File: src/rtl/choose.sv
// SHA-256 Ch stage: ch = (e & f) ^ (~e & g), registered with a travelling valid bit.
// Latency: LATENCY clock edges from input capture to output (1..4).
// Backpressure: none; accepts one word per clock, out_valid mirrors in_valid delayed.
module choose #(
    parameter int WIDTH   = 32,
    parameter int LATENCY = 1
) (
    input  logic             clk,
    input  logic             rst,
    input  logic             in_valid,
    input  logic [WIDTH-1:0] e,
    input  logic [WIDTH-1:0] f,
    input  logic [WIDTH-1:0] g,
    output logic [WIDTH-1:0] ch,
    output logic             out_valid
);

    logic [WIDTH-1:0] ch_dat;
    logic [WIDTH-1:0] stage_dat [LATENCY];
    logic             stage_vld [LATENCY];

    assign ch_dat = (e & f) ^ (~e & g);

    // Data registers load every cycle; only the valid bits qualify them, so
    // X on the data inputs while idle can never reach out_valid.
    always_ff @(posedge clk) begin
        if (rst) begin
            for (int i = 0; i < LATENCY; i++) begin
                stage_dat[i] <= '0;
                stage_vld[i] <= 1'b0;
            end
        end else begin
            stage_dat[0] <= ch_dat;
            stage_vld[0] <= in_valid;
            for (int i = 1; i < LATENCY; i++) begin
                stage_dat[i] <= stage_dat[i-1];
                stage_vld[i] <= stage_vld[i-1];
            end
        end
    end

    assign ch        = stage_dat[LATENCY-1];
    assign out_valid = stage_vld[LATENCY-1];

endmodule

File: config.mk
export PLATFORM = sky130hd
export DESIGN_NAME = choose
export DESIGN_NICKNAME = d
export VERILOG_FILES = /design/src/rtl/choose.sv
export SDC_FILE = /design/constraint.sdc
export NUM_CORES = 1
export LEC_CHECK = 0
export ABC_AREA = 1
export BUFFER_PORTS_ARGS = -buffer_cell sky130_fd_sc_hd__buf_2
export CAP_MARGIN = 10
export CELL_PAD_IN_SITES_DETAIL_PLACEMENT = 1
export CELL_PAD_IN_SITES_GLOBAL_PLACEMENT = 1
export CORE_ASPECT_RATIO = 1.1
export CORE_MARGIN = 2
export CORE_UTILIZATION = 23
export CTS_CLUSTER_SIZE = 30
export DETAILED_ROUTE_END_ITERATION = 12
export PLACE_DENSITY = 0.88
export SYNTH_ARGS = -nofsm -noshare
export SYNTH_HDL_FRONTEND = slang
export SYNTH_SLANG_ARGS = --single-unit
File: constraint.sdc
create_clock -name clk -period 1.1 [get_ports clk]
set_clock_uncertainty 0.1 [all_clocks]
set_input_delay 0.165 -clock clk [delete_from_list [all_inputs] [get_ports clk]]
set_output_delay 0.165 -clock clk [all_outputs]
set_load 0.03 [all_outputs]
==> impl_metrics.env, run 1 <==
export IMPL_final_core_util_pct=39.7
export IMPL_yosysTopAreaCell="dfxtp_1"
export IMPL_critPathBufInv=1
export IMPL_worstMarginPinSlew_ns=0.170
export IMPL_grt_pass1_vias=1789
export IMPL_drv_cap=0
export IMPL_syn_nets=298
export IMPL_grt_pass1_wl_mm=7.33
export IMPL_p_leak_nw=1.36
export IMPL_rsz0062_at_grt="false"
export IMPL_drive_above_1_share_pct=42.9
export IMPL_hold_start="g[2]"
export IMPL_synth_main_ff_cell="dfxtp_1"
export IMPL_timing_critical_path_to_type="output pin"
export IMPL_fillers=772
export IMPL_design_die_area_um2=6380
export IMPL_dp_cells=403
export IMPL_holdPathStages=3
export IMPL_arrival_ns=0.79
export IMPL_avgRoutedWirePerCell_um=10.4
export IMPL_ioPinCount=132
export IMPL_fmax_mhz=948
export IMPL_synth_area_per_cell_um2=6.65
export IMPL_ys_ff_latch=33
export IMPL_placed_area_um2=2060
export IMPL_hold_path_end="stage_dat[0][2]$_SDFF_PP0_"
export IMPL_tritoncts="done"
export IMPL_grtUsageTotal_pct=14.2
export IMPL_power_density_nw_per_um2=1280
export IMPL_h_tree_depth=2
export IMPL_stdcell_count=413
export IMPL_place_ws_ns=0.229
export IMPL_drc_errors=0
export IMPL_fp_dieW_um=76.3
export IMPL_crit_type="flop to output pin"
export IMPL_initial_core_util_pct=24.2
export IMPL_clkTransAtPathRegs_ns=0.06
export IMPL_drt_total_wl_mm=4.30
export IMPL_hold_ws_ns=0.0124
export IMPL_tns_ns=0
export IMPL_cts_buffers_inserted=5
export IMPL_setup_viol=0
export IMPL_critPathRequiredTime_ns=0.83
export IMPL_die_h_um=83.6
export IMPL_grt_max_degree=33
export IMPL_cts_sinks=33
export IMPL_syn_to_final_growth_pct=63.7
export IMPL_grt_overflow=0
export IMPL_cp_start_kind="flop"
export IMPL_setup_ws_ns=0.0448
export IMPL_seq_area_um2=661
export IMPL_synth_common_cells="64 x nand2_1, 58 x nor2_1, 33 x dfxtp_1, 33 x inv_1, 7 x nor2_2"
export IMPL_fin_nets=436
export IMPL_via_per_inst=4.04
export IMPL_syn_cell_area_um2=1320
export IMPL_first_iter_violations=40
export IMPL_io_buffers=131
export IMPL_root_buffer="clkbuf_8"
export IMPL_synthTopCellsByArea="dfxtp_1 50%, nand2_1 18%, nor2_1 16%"
export IMPL_period_needed_ns=1.06
export IMPL_ys_seq_area_share_pct=49.9
export IMPL_antenna_found_initial=0
export IMPL_fp_coreArea_um2=5470
export IMPL_async_flop_share_pct=0
export IMPL_cp_slowest_cell="dfxtp_1"
export IMPL_finalCritPeriodShare_pct=95.9
export IMPL_peakVddDrop_v=0.000413
export IMPL_crit_chain="buf_2"
export IMPL_slew_viol_final=0
export IMPL_synth_most_common_cell="nand2_1"
export IMPL_path_delay_family="flip-flops"
export IMPL_first_pass_iters=4
export IMPL_status="finished, final reports clean"
export IMPL_multi_input_area_um2=502
export IMPL_syn_instance_count=199
export IMPL_power_total_mw=2.78
export IMPL_slew_headroom_pct=88.7
export IMPL_path_max_fanout=1
export IMPL_vias=1667
export IMPL_antenna_cells=0
export IMPL_cts_buffer_depth=2
export IMPL_synth_edf_count=0
export IMPL_fp_row_count=28
export IMPL_place_congestion=0.714
export IMPL_critPathMaxStageDelay_ns=0.32
export IMPL_antenna_violating_nets_post_route=0
export IMPL_hpwl_mm=3.62
export IMPL_hp_class="input pin to flop"
export IMPL_fin_area_um2=2170
export IMPL_yosysWarnings=0
export IMPL_hold_viol=0
export IMPL_synth_top_cell_area_share_pct=49.9
export IMPL_yosysUniqueCellTypes=7
## layer usage
metal	track usage [%]	vias up	part of all wire, %
met4	4.30	0	1.3
li1	-	838	-
met2	28.9	76	59
met5	0	-	0
met3	6.82	6	9.1
met1	11.6	747	31
## cell usage in the layout (no fill, tap or decap)
master,n
clkbuf_8,5
buf_2,128
nor2_1,58
inv_1,33
clkbuf_4,3
inv_2,1
nor2_2,7
dlygate4sd3_1,2
nand2_1,64
clkbuf_1,3
dfxtp_1,33
buf_12,1
## layout make-up
cell class,instances,area share [%]
multi-input combinational,129,23.2
tap,75,4.33
inverter,34,5.89
clock buffer,8,3.70
sequential,33,30.5
timing repair buffer,134,32.4
## report_power, final
part | switching [mW] | total, mW | internal [mW]
Combinational | 0.376 | 0.636 | 0.260
Sequential | 0.0180 | 1.30 | 1.28
Clock | 0.394 | 0.843 | 0.449
## registers in the layout (all words and copies together), names as in the netlist
| name | flops |
|---|---|
| stage_dat | 32 |
| stage_vld | 1 |
## repair_timing
item / CTS / global route
setup buffers: 0 / 0
endpoints found under the hold margin: 1 / 0
hold buffers: 2 / 0
resized for setup: 0 / 3
endpoints found under the setup margin: 0 / 3
## cell families (layout without fill, tap and decap cells)
family        Yosys count  count (layout)  synth area share (%)
buf+inv                37             176                  12.2
flops                  33              33                  49.9
simple gates          129             129                  37.9
## worst max path at each step
stage | startpoint | to | slack, ns | depth (start not counted)
floorplan | stage_dat[0][0]$_SDFF_PP0_ | ch[0] | 0.38 | 0
global placement | rst | stage_dat[0][5]$_SDFF_PP0_ | 0.27 | 5
detailed placement | rst | stage_dat[0][19]$_SDFF_PP0_ | 0.23 | 5
CTS | stage_dat[0][20]$_SDFF_PP0_ | ch[20] | 0.03 | 1
global route | stage_dat[0][26]$_SDFF_PP0_ | ch[26] | 0.002 | 1
finish | stage_vld[0]$_SDFF_PP0_ | out_valid | 0.04 | 1
(Power assumes the default switching activity.)
==> run 2, diff against run 1 <==
- CORE_MARGIN: 2 -> unset
==> run 2 against run 1 <==
Global-route usage is 0.49 points lower. Routed wire length is 2.5% lower. Via count is 0.96% lower. Sequential share of layout area is 0.91 points lower. Clock power is 18% higher. Non-clock buffer count is 5 higher. Highest routed layer unchanged.
==> impl_metrics.env, run 2 (synthesis results as in run 1) <==
export IMPL_status="finished, final reports clean"
export IMPL_drive_above_1_share_pct=43.1
export IMPL_design_die_area_um2=6060
export IMPL_largest_register_ffs=32
export IMPL_power_total_mw=2.94
export IMPL_grt_pass1_vias=1683
export IMPL_cts_sinks=33
export IMPL_hold_viol=0
export IMPL_antenna_cells=0
export IMPL_fp_coreArea_um2=5470
export IMPL_syn_to_final_growth_pct=68.7
export IMPL_final_common_cell="buf_2"
export IMPL_finalCritPeriodShare_pct=95.6
export IMPL_grt_max_degree=33
export IMPL_place_congestion=0.687
export IMPL_cts_buffers_inserted=5
export IMPL_drc_errors=0
export IMPL_grtUsageTotal_pct=13.7
export IMPL_slew_viol_final=0
export IMPL_worstMarginPinSlew_ns=0.179
export IMPL_power_density_nw_per_um2=1320
export IMPL_p_seq_share_pct=44.1
export IMPL_antenna_found_initial=0
export IMPL_rsz0062_at_grt="false"
export IMPL_arrival_ns=0.79
export IMPL_fin_nets=441
export IMPL_tns_ns=0
export IMPL_p_int_mw=2.11
export IMPL_combPwrFrac_pct=21.9
export IMPL_via_per_inst=3.95
export IMPL_path_max_fanout=1
export IMPL_period_needed_ns=1.05
export IMPL_antenna_violating_nets_post_route=0
export IMPL_ioPinCount=132
export IMPL_post_cts_buffers=0
export IMPL_fp_row_count=28
export IMPL_top_regs="stage_dat x32, stage_vld x1"
export IMPL_cp_start_kind="flop"
export IMPL_critPathMaxStageDelay_ns=0.31
export IMPL_initial_core_util_pct=24.2
export IMPL_hpwl_mm=3.38
export IMPL_drt_total_wl_mm=4.19
export IMPL_first_iter_violations=18
export IMPL_slew_headroom_pct=88.1
export IMPL_p_leak_nw=1.40
export IMPL_vias=1651
export IMPL_p_sw_uw=825
export IMPL_most_common_layout_cells="130 x buf_2, 64 x nand2_1, 58 x nor2_1"
export IMPL_tritoncts="done"
export IMPL_hold_ws_ns=0.0104
export IMPL_h_tree_depth=2
export IMPL_critPathRequiredTime_ns=0.83
export IMPL_cp_slowest_cell="dfxtp_1"
export IMPL_die_h_um=81.6
export IMPL_root_buffer="clkbuf_8"
export IMPL_fmax_mhz=951
export IMPL_crit_type="flop to output pin"
export IMPL_peakVddDrop_v=0.000413
export IMPL_first_pass_iters=3
export IMPL_top_register="stage_dat"
export IMPL_fp_dieW_um=74.3
export IMPL_grt_overflow=0
export IMPL_hp_class="input pin to flop"
export IMPL_fillers=753
export IMPL_switching_share_pct=28.1
export IMPL_pwr_share_clk_pct=34.0
export IMPL_timing_critical_path_to_type="output pin"
export IMPL_io_buffers=131
export IMPL_avgRoutedWirePerCell_um=10.0
export IMPL_critPathBufInv=1
export IMPL_drv_cap=0
export IMPL_clkTransAtPathRegs_ns=0.07
export IMPL_grt_pass1_wl_mm=6.28
export IMPL_crit_chain="buf_2"
export IMPL_cts_buffer_depth=2
export IMPL_path_delay_family="flip-flops"
export IMPL_setup_viol=0
run 2: changes by cell type in the layout (fill, tap and decap cells not counted):
cell | before | now
clkbuf_8 | 5 | 7
dlygate4sd3_1 | 2 | 7
buf_4 | 0 | 1
clkbuf_4 | 3 | 0
buf_2 | 128 | 130
clkbuf_1 | 3 | 0
clkinv_2 | 0 | 1
run 2: final timing paths:
path | startpoint | slack [ns] | to | depth (start not counted)
max | stage_dat[0][27]$_SDFF_PP0_ | 0.05 | ch[27] | 1
min | g[25] | 0.01 | stage_dat[0][25]$_SDFF_PP0_ | 3
run 2: power by group through the flow:
stage / combinational (mW) / clock [mW] / sequential (mW)
after floorplan: 0.161 / 0 / 1.50
after global routing: 0.715 / 1.11 / 1.30
after global placement: 0.610 / 0 / 1.32
final: 0.644 / 0.998 / 1.30
after CTS: 0.651 / 1.05 / 1.30
after detailed placement: 0.631 / 0 / 1.32
run 2: area by class of cell:
class | count | area [um2] | share of cell area (%)
multi-input cells | 129 | 502 | 22.5
well taps | 75 | 93.8 | 4.20
inverters | 34 | 128 | 5.71
flip-flops and latches | 33 | 661 | 29.6
clock inverters | 1 | 5.00 | 0.224
clock buffers | 7 | 96.3 | 4.31
repair buffers | 139 | 748 | 33.5
run 2: metrics by stage:
stage	cells	utilization [%]	instance area [um2]	setup slack, ns
global placement	403	37.7	2060	0.280
CTS	418	40.8	2230	0.0292
finish	418	40.9	2230	0.0486
global route	418	40.9	2230	0.00154
detailed placement	403	37.7	2060	0.234
floorplan	199	-	1320	0.376
run 2: what timing repair did:
action,CTS,global route
gates resized for setup,0,2
endpoints found under the hold margin,6,0
hold buffers,7,0
endpoints found under the setup margin,0,1
run 2: layer usage:
| metal | wire [um] | GRT usage (%) | part of all wire [%] |
|---|---|---|---|
| met1 | 1430 | 11.0 | 34 |
| met5 | 0 | 0 | 0 |
| met2 | 2260 | 28.6 | 54 |
| met3 | 430 | 5.03 | 10 |
| met4 | 71 | 5.47 | 1.7 |
==> run 3, diff against run 2 <==
- CORE_ASPECT_RATIO: 1.1 -> 1.75
==> run 3 against run 2 <==
Routed wire length shrank 2.0%. Sequential share of layout area up 0.42 points. Die area increased by 0.20%.
==> impl_metrics.env, run 3 (synthesis results as in run 1) <==
export IMPL_critPathBufInv=1
export IMPL_holdPathStages=3
export IMPL_design_die_area_um2=6080
export IMPL_p_int_mw=2.11
export IMPL_finalCritPeriodShare_pct=95.1
export IMPL_hpwl_mm=3.47
export IMPL_antenna_violating_nets_post_route=0
export IMPL_fin_nets=438
export IMPL_die_h_um=102
export IMPL_tritoncts="done"
export IMPL_peakVddDrop_v=0.000789
export IMPL_hold_viol=0
export IMPL_fp_dieW_um=59.4
export IMPL_avgRoutedWirePerCell_um=9.88
export IMPL_cts_buffer_depth=2
export IMPL_fp_row_count=36
export IMPL_grtUsageTotal_pct=13.6
export IMPL_grt_max_degree=33
export IMPL_combPwrFrac_pct=21.9
export IMPL_initial_core_util_pct=23.9
export IMPL_dp_cells=404
export IMPL_grt_pass1_wl_mm=6.29
export IMPL_worstMarginPinSlew_ns=0.158
export IMPL_io_buffers=131
export IMPL_slew_headroom_pct=89.4
export IMPL_grt_overflow=0
export IMPL_drt_total_wl_mm=4.11
export IMPL_cp_start_kind="flop"
export IMPL_root_buffer="clkbuf_8"
export IMPL_critPathRequiredTime_ns=0.83
export IMPL_most_common_layout_cells="131 x buf_2, 64 x nand2_1, 58 x nor2_1"
export IMPL_fillers=762
export IMPL_period_needed_ns=1.05
export IMPL_cts_hold_buf=4
export IMPL_drc_errors=0
export IMPL_cp_slowest_cell="dfxtp_1"
export IMPL_antenna_found_initial=0
export IMPL_h_tree_depth=2
export IMPL_p_seq_share_pct=44.4
export IMPL_path_max_fanout=1
export IMPL_rsz0062_at_grt="false"
export IMPL_place_congestion=0.750
export IMPL_ioPinCount=132
export IMPL_crit_chain="buf_2"
export IMPL_arrival_ns=0.78
export IMPL_top_regs="stage_dat x32, stage_vld x1"
export IMPL_tns_ns=0
export IMPL_hp_class="input pin to flop"
export IMPL_post_cts_buffers=0
export IMPL_power_density_nw_per_um2=1320
export IMPL_stdcell_count=416
export IMPL_p_sw_uw=811
export IMPL_first_pass_iters=4
export IMPL_top_register="stage_dat"
export IMPL_cts_resized=0
export IMPL_fmax_mhz=956
export IMPL_first_iter_violations=23
export IMPL_switching_share_pct=27.8
export IMPL_critPathMaxStageDelay_ns=0.31
export IMPL_pwr_share_clk_pct=33.7
export IMPL_crit_type="flop to output pin"
export IMPL_place_ws_ns=0.243
export IMPL_power_total_mw=2.92
export IMPL_p_leak_nw=1.39
export IMPL_slew_viol_final=0
export IMPL_grt_pass1_vias=1665
export IMPL_antenna_cells=0
export IMPL_cp_depth=1
export IMPL_via_per_inst=3.95
export IMPL_syn_to_final_growth_pct=66.4
export IMPL_timing_critical_path_to_type="output pin"
export IMPL_largest_register_ffs=32
export IMPL_drv_cap=0
export IMPL_setup_ws_ns=0.0540
export IMPL_path_delay_family="flip-flops"
export IMPL_drive_above_1_share_pct=43.5
export IMPL_final_common_cell="buf_2"
export IMPL_cts_sinks=33
export IMPL_status="finished, final reports clean"
export IMPL_cts_buffers_inserted=5
export IMPL_setup_viol=0
export IMPL_clkTransAtPathRegs_ns=0.07
export IMPL_fp_coreArea_um2=5540
export IMPL_vias=1644
-- run 3: cell count changes in the layout (fill, tap and decap cells not counted) --
cell,delta
dlygate4sd3_1,-3
buf_2,+1
buf_4,-1
-- run 3: power by group through the flow --
stage / Clock, mW / Sequential, mW / Combinational, mW
after global placement: 0 / 1.32 / 0.616
after floorplan: 0 / 1.50 / 0.161
after CTS: 1.03 / 1.30 / 0.650
after detailed placement: 0 / 1.32 / 0.637
after global routing: 1.08 / 1.30 / 0.704
final: 0.982 / 1.29 / 0.639
-- run 3: final timing paths --
kind                                    start                          end  slack (ns)
setup / recovery  stage_dat[0][15]$_SDFF_PP0_                       ch[15]        0.05
hold / removal                          g[14]  stage_dat[0][14]$_SDFF_PP0_       0.007
-- run 3: per-layer routing --
metal	part of all wire, %	track usage (%)	routed length (um)	vias to the layer above
met5	0	0	0	-
met4	2.4	7.33	98	0
met3	6.4	3.42	261	10
met2	62	29.0	2560	67
met1	29	10.0	1190	728
li1	-	-	-	839
-- run 3: layout make-up --
| type | instances | area [um2] | area share, % |
|---|---|---|---|
| well taps | 76 | 95.1 | 4.32 |
| flip-flops and latches | 33 | 661 | 30.0 |
| multi-input cells | 129 | 502 | 22.8 |
| clock buffers | 7 | 96.3 | 4.38 |
| inverters | 34 | 128 | 5.80 |
| clock inverters | 1 | 5.00 | 0.227 |
| repair buffers | 136 | 716 | 32.5 |
-- run 3: through the flow --
step / hold WS [ns] / util, % / area [um2]
floorplan: 0.136 / - / 1320
CTS: 0.00141 / 39.7 / 2200
global placement: 0.254 / 37.2 / 2060
finish: 0.00748 / 39.7 / 2200
global route: 0.0150 / 39.7 / 2200
detailed placement: 0.258 / 37.2 / 2060
